### config.mk
export PLATFORM = sky130hd
export DESIGN_NAME = message_deframer
export DESIGN_NICKNAME = d
export VERILOG_FILES = /design/src/rtl/msg_pkg.sv /design/src/rtl/sat_counter.sv /design/src/rtl/message_deframer.sv
export SDC_FILE = /design/constraint.sdc
export NUM_CORES = 1
export LEC_CHECK = 0
export CORE_MARGIN = 8
export CORE_UTILIZATION = 51
export DETAILED_ROUTE_END_ITERATION = 7
export GPL_TIMING_DRIVEN = 0
export PLACE_DENSITY_LB_ADDON = 0.12
export SLEW_MARGIN = 20
export SYNTH_ARGS = -nofsm -noshare
export SYNTH_HDL_FRONTEND = slang
export SYNTH_SLANG_ARGS = --single-unit
### constraint.sdc
create_clock -name clk -period 2.95 [get_ports clk]
set_input_delay 0.59 -clock clk [delete_from_list [all_inputs] [get_ports clk]]
set_output_delay 0.59 -clock clk [all_outputs]
set_load 0.005 [all_outputs]
### src/rtl/msg_pkg.sv
// Shared types and constants for the message deframer: FSM states, error codes
// and the header width.
package msg_pkg;

  localparam int LEN_W = 8;

  typedef enum logic [1:0] {
    IDLE,
    PAYLOAD,
    DROP
  } state_t;

  typedef enum logic [2:0] {
    ERR_NONE         = 3'd0,
    ERR_SHORT        = 3'd1,
    ERR_LONG         = 3'd2,
    ERR_ZERO_LEN     = 3'd3,
    ERR_RUNT         = 3'd4,
    ERR_SOP_IN_FRAME = 3'd5,
    ERR_STRAY        = 3'd6
  } err_code_t;

endpackage

### src/rtl/sat_counter.sv
// Event counter that sticks at all-ones instead of wrapping.
module sat_counter #(
  parameter int CNT_W = 16
) (
  input  logic             clk,
  input  logic             rst,
  input  logic             inc,
  output logic [CNT_W-1:0] cnt
);

  always_ff @(posedge clk) begin
    if (rst) begin
      cnt <= '0;
    end else if (inc && (cnt != '1)) begin
      cnt <= cnt + 1'b1;
    end
  end

endmodule

### src/rtl/message_deframer.sv
// Strips the length header from each incoming frame, regenerates sop/eop from
// the header, flags header/eop disagreements and keeps frame/error statistics.
module message_deframer
  import msg_pkg::*;
#(
  parameter int CNT_W = 16
) (
  input  logic             clk,
  input  logic             rst,
  input  logic [7:0]       din,
  input  logic             din_sop,
  input  logic             din_eop,
  input  logic             din_vld,
  output logic [7:0]       dout,
  output logic             dout_sop,
  output logic             dout_eop,
  output logic             dout_vld,
  output logic [7:0]       dout_len,
  output logic             err_vld,
  output logic [2:0]       err_code,
  output logic [CNT_W-1:0] frame_cnt,
  output logic [CNT_W-1:0] err_cnt
);

  state_t           state;
  logic [LEN_W-1:0] len;
  logic [LEN_W-1:0] cnt;
  logic             frame_done;
  logic             last;

  // Compared before the increment, so len=255 ends with cnt=255 and never wraps.
  assign last = (cnt == len - LEN_W'(1));

  always_ff @(posedge clk) begin
    if (rst) begin
      state      <= IDLE;
      len        <= '0;
      cnt        <= '0;
      dout       <= '0;
      dout_sop   <= 1'b0;
      dout_eop   <= 1'b0;
      dout_vld   <= 1'b0;
      dout_len   <= '0;
      err_vld    <= 1'b0;
      err_code   <= ERR_NONE;
      frame_done <= 1'b0;
    end else begin
      // NOTE: non-blocking defaults first; later assignments in this block override them.
      dout_vld   <= 1'b0;
      dout_sop   <= 1'b0;
      dout_eop   <= 1'b0;
      err_vld    <= 1'b0;
      frame_done <= 1'b0;

      if (din_vld) begin
        if (state == PAYLOAD) begin
          dout     <= din;
          dout_vld <= 1'b1;
          dout_sop <= (cnt == '0);
          cnt      <= cnt + LEN_W'(1);

          if (din_eop || last) begin
            dout_eop <= 1'b1;
            state    <= din_eop ? IDLE : DROP;
          end
          frame_done <= din_eop && last;

          // Only one code per cycle: SHORT beats LONG beats SOP_IN_FRAME.
          if (din_eop && !last) begin
            err_vld  <= 1'b1;
            err_code <= ERR_SHORT;
          end else if (!din_eop && last) begin
            err_vld  <= 1'b1;
            err_code <= ERR_LONG;
          end else if (din_sop) begin
            err_vld  <= 1'b1;
            err_code <= ERR_SOP_IN_FRAME;
          end
        end else if (din_sop && ((state == IDLE) || !din_eop)) begin
          // Header byte, either from IDLE or a fresh frame cutting a DROP short.
          if (din_eop) begin
            err_vld  <= 1'b1;
            err_code <= ERR_RUNT;
            state    <= IDLE;
          end else if (din == '0) begin
            err_vld  <= 1'b1;
            err_code <= ERR_ZERO_LEN;
            state    <= DROP;
          end else begin
            len      <= din;
            cnt      <= '0;
            dout_len <= din;
            state    <= PAYLOAD;
          end
        end else if (state == IDLE) begin
          err_vld  <= 1'b1;
          err_code <= ERR_STRAY;
        end else if (din_eop) begin
          state <= IDLE;
        end
      end
    end
  end

  sat_counter #(.CNT_W(CNT_W)) u_frame_cnt (
    .clk (clk),
    .rst (rst),
    .inc (frame_done),
    .cnt (frame_cnt)
  );

  sat_counter #(.CNT_W(CNT_W)) u_err_cnt (
    .clk (clk),
    .rst (rst),
    .inc (err_vld),
    .cnt (err_cnt)
  );

endmodule

==> results of run 1 <==
[layer usage]
metal	track usage [%]	share of wire (%)	up-vias
met3	6.80	7.8	14
met5	0	0	-
met1	21.2	43	1427
met2	29.3	47	64
met4	8.32	2.4	0
li1	-	-	1517
[per-stage QoR]
step	setup TNS [ns]	utilization, %	hold slack (ns)	area, sq um	cells
after global placement	0	64.6	0.444	4080	525
final	0	68.5	0.455	4330	543
after detailed placement	0	64.6	0.450	4080	525
after floorplan	0	-	0.453	3310	381
after global routing	-0.0270	68.5	0.477	4330	543
after CTS	0	68.0	0.457	4290	542
[repair_timing]
item                                    4_1_cts  5_1_grt
buffers inserted                              1        1
endpoints found under the setup margin        1        3
endpoints found under the hold margin         0        0
resized for setup                             1        5
pin swaps                                     3        4
[registers in the layout (all words and copies together), names as in the netlist]
| name | cells |
|---|---|
| state | 2 |
| dout_vld | 1 |
| frame_done | 1 |
| dout | 8 |
| cnt | 8 |
| dout_sop | 1 |
| err_code | 3 |
| u_err_cnt.cnt | 16 |
| u_frame_cnt.cnt | 16 |
| dout_eop | 1 |
| err_vld | 1 |
| len | 8 |
[cell usage after synthesis, types with 3 or more instances]
master    instances
clkbuf_1          8
o21ai_1           4
dfxtp_1          66
and3_1           12
and4_1            3
xor2_1           19
or3_1             5
nand2b_1          3
ha_1             10
nor3_1           13
nand4_1           8
nor4_1            4
xnor2_1          16
nor4_2            3
nand2_1          35
o21bai_1          3
a21oi_1          21
o21ai_0           5
nor2_1           51
inv_1            10
o211ai_1          9
nand3_1          12
mux2i_1          12
a211oi_1          3
nor2b_1           3
a31oi_1           4
[cell type report]
class,count,share of cell area [%]
clock buffers,11,3.50
multi-input cells,293,44.5
plain buffers,12,1.27
clock inverters,5,1.21
repair buffers,69,15.9
inverters,10,0.868
flip-flops and latches,66,30.6
well taps,77,2.23
[cells by family (layout without fill, tap and decap cells)]
group / Yosys count / in the layout / share of synthesized area [%]
adders and majority gates: 10 / 10 / 3.78
DFF: 66 / 66 / 39.9
and+or+nand+nor: 174 / 174 / 28.4
xor gates and xnor gates: 35 / 35 / 9.26
AOI/OAI and AO/OA: 61 / 61 / 11.9
muxes: 13 / 13 / 3.97
buffers and inverters: 22 / 107 / 2.80
[worst max-delay path, delay by kind of cell (launching register included)]
kind                       cells  cell delay, ns
AOI/OAI and AO/OA              2            0.21
buffers and inverters          2            0.22
adders and majority gates      2            0.40
and+or+nand+nor                7            1.53
DFF                            1            0.36
[path summary, 6_finish.rpt]
kind / slack, ns / to / startpoint
setup / recovery: 0.14 / err_code[0] / len[0]
hold / removal: 0.46 / dout[4] / dout[4]
setup reg to reg: 0.14 / err_code[0] / len[0]
hold reg to reg: 0.46 / dout[4] / dout[4]
[report_power, final]
| part | internal [mW] | total (mW) | switching, mW | leakage (nW) |
|---|---|---|---|---|
| sequential | 0.904 | 0.918 | 0.0143 | 0.534 |
| clock | 0.432 | 0.790 | 0.358 | 0.105 |
| combinational | 0.0757 | 0.157 | 0.0814 | 0.991 |
| total | 1.41 | 1.87 | 0.454 | 1.63 |
[cell usage in the layout, fill, tap and decap left out, drive strengths merged, types with 3 or more instances in the layout]
cell type / netlist / layout
xnor2: 16 / 16
o211ai: 9 / 9
inv: 10 / 10
o21bai: 3 / 3
nand2b: 3 / 3
o21ai: 10 / 10
and4: 3 / 3
a211oi: 4 / 4
nor2: 52 / 52
or2: 4 / 4
mux2i: 12 / 12
buf: 4 / 6
a21oi: 21 / 21
xor2: 19 / 19
nor3: 15 / 15
a31oi: 4 / 4
nand3: 12 / 12
nand4: 9 / 9
dfxtp: 66 / 66
nor4b: 3 / 3
or3: 5 / 5
clkdlybuf4s50: 0 / 67
nand2: 36 / 36
nor4: 8 / 8
ha: 10 / 10
nor2b: 3 / 3
clkinv: 0 / 3
clkbuf: 8 / 19
and3: 12 / 12
==> results.py, run 1 <==
metrics = {
    "logic_synthesis": {
        "synth_seq_cells": 66,
        "yosysWarnings": 0,
        "ys.flop_type": "dfxtp_1",
        "netlist.area_leader.share_pct": 39.9,
        "synthCells": 381,
        "synth_fp_nets": 404,
        "syn_area_sq_um": 3310,
        "async_flop_share_pct": 0,
        "syn_area_per_cell_sq_um": 8.69,
        "yosys.area.top_type": "dfxtp_1",
        "ys_seq_area_share_pct": 39.9,
        "synth_edf_count": 0,
        "netlist_top_cells_area": "dfxtp_1 40%, nor2_1 5.8%, xor2_1 5.0%",
        "ys_types": 55,
    },
    "power": {
        "power.density_nw_per_um2": 431,
        "ir_drop_v": 0.000305,
        "fin_total_pwr_mw": 1.87,
        "cellLeakagePower_nw": 1.63,
    },
    "layout": {
        "final-seq-area_sq_um": 1320,
        "diodes": 0,
        "layout-drive-gt1-share_pct": 9.01,
        "area_growth_pct": 30.7,
        "fillers": 547,
        "finalNetCount": 484,
        "multi_input_area_sq_um": 1920,
    },
    "die": {
        "rows": 29,
        "dieArea_sq_um": 9330,
        "start_util_pct": 52.4,
        "die_w_microns": 96.6,
        "die_y_microns": 96.6,
        "boundaryPins": 68,
        "core_area_sq_um": 6310,
    },
    "critical_path": {
        "worstPathRequired_ns": 3.22,
        "cp-end-kind": "flip-flop",
        "cp_max_fo": 6,
        "critPathLaunchType": "flip-flop",
        "crit_chain": "inv_1, ha_1, or3b_4, nor3b_2, a211oi_1, nor4_2, and3_4, ha_1, nor3b_4, nor3_2, buf_4, nand2_1, a21oi_1",
        "reg2reg_depth": 13,
        "crit_top_cell": "ha_1",
        "slowest_stage": "or3b_4",
        "crit_type": "flip-flop to flip-flop",
        "crit_arrival_ns": 3.08,
        "cpPeakStageDelay_ns": 0.41,
    },
    "clock_tree": {
        "worstSkewPairLatency_ns": 0.35,
        "htreeDepth": 3,
        "clock-sinks": 66,
        "cts_hold_buf": 0,
        "numCtsBuffers": 9,
        "root_buffer": "clkbuf_8",
        "clkTransAtPathRegs_ns": 0.07,
        "clock_path_buffers": 2,
        "cts_tree": "built",
    },
    "global_routing": {
        "grt_pass1_wl_microns": 13300,
        "antenna_found_initial": 0,
        "grt_use_total_pct": 18.2,
        "grt_max_degree": 12,
        "first_global_vias": 2787,
        "grt-ovfl-total": 0,
    },
    "sta": {
        "fin_crit_ns": 2.81,
        "finalHoldViolations": 0,
        "fin_crit_sh_pct": 95.3,
        "relSlewSlack_pct": 60.1,
        "fin_ws_ns": 0.138,
        "setup_viol_count_final": 0,
        "worstMarginPinSlew_ns": 0.598,
        "finalClockSkew_ns": 0.00849,
        "finalMaxSlewViolations": 0,
        "clock.fmax_mhz": 356,
    },
    "placement": {
        "dp_hpwl_microns": 6020,
        "io_buffers": 67,
        "globalplace.congestion": 0.841,
        "dp_slack_ns": 0.00319,
    },
    "detailed_routing": {
        "vias": 3022,
        "wl_per_cell_microns": 15.1,
        "drc": 0,
        "first_pass_iters": 4,
        "avgViaCountPerCell": 5.57,
        "ant_nets": 0,
        "routed_wl_microns": 8190,
        "drtIter0Drc": 86,
    },
    "outcome": {
        "outcome": "completed",
    },
    "run": {
        "max_cap_violations": 0,
    },
    "worst_hold_path": {
        "hold_depth": 2,
        "hold_class": "flip-flop to flip-flop",
    },
}
Note: power is estimated with default switching activity, not from simulation.
==> run 2, diff against run 1 <==
==> constraint.sdc (replaced) <==
create_clock -name clk -period 3.2 [get_ports clk]
set_input_delay 0.64 -clock clk [delete_from_list [all_inputs] [get_ports clk]]
set_output_delay 0.64 -clock clk [all_outputs]
set_load 0.005 [all_outputs]
==> run 2 against run 1 <==
Effect of this change: global-route usage hardly changed; routed wire length down 0.62%; first-iteration DRC count up 13%; largest cell class unchanged; power down 8.0%; non-clock buffer count decreased by 1; sequential power shrank 7.8%; clock power shrank 7.8%; sequential share of layout area rose by 0.23 points; via count is 0.36% lower; combinational power shrank 10%; die area unchanged; design area down 0.84%.
==> results.py, run 2 (synthesis results as in run 1) <==
metrics = {
    "critical_path": {
        "slowest_stage": "or3b_4",
        "crit_top_cell": "ha_1",
        "cpPeakStageDelay_ns": 0.41,
        "cp.buffers_inverters": 2,
        "r2r_setup_slack_ns": 0.22,
        "cp_num_cells": 13,
        "cp_top_family": "simple AND/OR/NAND/NOR gates",
        "crit_end": "err_code[0]",
        "r2r-start": "len[0]",
        "r2r_end": "err_code[0]",
        "crit_arrival_ns": 3.25,
        "reg2reg_depth": 13,
        "crit_start": "len[0]",
        "cp-end-kind": "flip-flop",
        "crit_chain": "inv_1, ha_1, or3b_4, xor2_1, a22oi_1, nor4_2, and3_1, ha_1, nor3b_1, nor3_2, buf_4, nand2_1, a21oi_1",
        "crit_type": "flip-flop to flip-flop",
        "cp_max_fo": 6,
        "worstPathRequired_ns": 3.47,
        "critPathLaunchType": "flip-flop",
    },
    "detailed_routing": {
        "routed_wl_microns": 8130,
        "wl_per_cell_microns": 15.0,
        "drtIter0Drc": 97,
        "ant_nets": 0,
        "vias": 3011,
        "drc": 0,
        "first_pass_iters": 4,
        "avgViaCountPerCell": 5.56,
    },
    "sta": {
        "fin_crit_sh_pct": 93.2,
        "finalHoldViolations": 0,
        "setup_viol_count_final": 0,
        "finalClockSkew_ns": 0.0105,
        "worstMarginPinSlew_ns": 0.608,
        "clock.fmax_mhz": 335,
        "whs_ns": 0.455,
        "tns_ns": 0,
        "fin_crit_ns": 2.98,
        "finalMaxSlewViolations": 0,
        "relSlewSlack_pct": 59.5,
        "rsz0062_at_grt": "no",
    },
    "clock_tree": {
        "clock_path_buffers": 2,
        "numCtsBuffers": 9,
        "post_cts_buffers": 0,
        "post_cts_resized": 0,
        "cts_hold_buf": 0,
        "worstSkewPairLatency_ns": 0.35,
        "clkTransAtPathRegs_ns": 0.07,
        "clock-sinks": 66,
        "cts_tree": "built",
        "htreeDepth": 3,
        "root_buffer": "clkbuf_8",
    },
    "layout": {
        "final_area_sq_um": 4290,
        "finalNetCount": 483,
        "layout-drive-gt1-share_pct": 7.74,
        "final_common_cell": "clkdlybuf4s50_1",
        "area_growth_pct": 29.6,
        "layout_common_cells": "67 x clkdlybuf4s50_1, 66 x dfxtp_1, 51 x nor2_1",
        "final-instance-count-excl-fill": 542,
        "reg_top3": "u_err_cnt.cnt x16, u_frame_cnt.cnt x16",
        "fillers": 546,
        "diodes": 0,
    },
    "global_routing": {
        "grt_max_degree": 12,
        "grt_pass1_wl_microns": 13200,
        "grt-ovfl-total": 0,
        "first_global_vias": 2778,
        "antenna_found_initial": 0,
        "grt_use_total_pct": 18.2,
    },
    "placement": {
        "globalplace.congestion": 0.841,
        "dpl_cell_area_sq_um": 4080,
        "dp_hpwl_microns": 6020,
        "dp_cells": 525,
        "io_buffers": 67,
    },
    "power": {
        "power.density_nw_per_um2": 400,
        "ir_drop_v": 0.000281,
        "cellLeakagePower_nw": 1.62,
    },
    "die": {
        "core_area_sq_um": 6310,
        "dieArea_sq_um": 9330,
        "die_w_microns": 96.6,
        "start_util_pct": 52.4,
        "rows": 29,
        "boundaryPins": 68,
        "die_y_microns": 96.6,
    },
    "worst_hold_path": {
        "hold_class": "flip-flop to flip-flop",
    },
    "outcome": {
        "outcome": "completed",
    },
    "run": {
        "max_cap_violations": 0,
    },
}
## run 2: metrics by stage
stage,worst slack (ns),utilization (%),power (mW)
6_report,0.218,67.9,1.72
5_1_grt,0.000226,67.9,1.78
4_1_cts,0.226,67.8,1.72
3_5_place_dp,0.253,64.6,1.01
3_3_place_gp,0.313,64.6,1.00
2_1_floorplan,0.556,-,0.939
## run 2: routing by layer
layer | wire length, microns | vias up | GRT usage, %
met2 | 3770 | 72 | 29.1
met5 | 0 | - | 0
met3 | 694 | 11 | 6.80
met1 | 3500 | 1414 | 21.2
met4 | 164 | 0 | 8.32
li1 | - | 1514 | -
## run 2: area by class of cell
class / instances / area [sq um] / area share (%)
Buffer: 12 / 55.1 / 1.28
Inverter: 10 / 37.5 / 0.875
Sequential cell: 66 / 1320 / 30.8
Tap cell: 77 / 96.3 / 2.25
Clock buffer: 11 / 151 / 3.53
Multi-Input combinational cell: 293 / 1900 / 44.2
Timing Repair Buffer: 68 / 678 / 15.8
Clock inverter: 5 / 52.6 / 1.23
## run 2: worst min-delay path, cell delays in order (launching register included)
cell and delay (ns):
dfxtp_1 0.31, nand2_1 0.05, a21oi_1 0.05
## run 2: power breakdown
part | switching [mW] | leakage (nW) | internal, mW
logic | 0.0730 | 0.979 | 0.0685
registers | 0.0130 | 0.533 | 0.833
clock network | 0.330 | 0.105 | 0.398
## run 2: how the worst min path moves through the flow
stage | startpoint | endpoint | slack, ns | cells past startpoint
global placement | dout[2] | dout[2] | 0.44 | 2
finish | dout[4] | dout[4] | 0.46 | 2
global route | dout[6] | dout[6] | 0.48 | 2
CTS | dout[4] | dout[4] | 0.46 | 2
detailed placement | dout[7] | dout[7] | 0.45 | 2
floorplan | dout[0] | dout[0] | 0.45 | 2
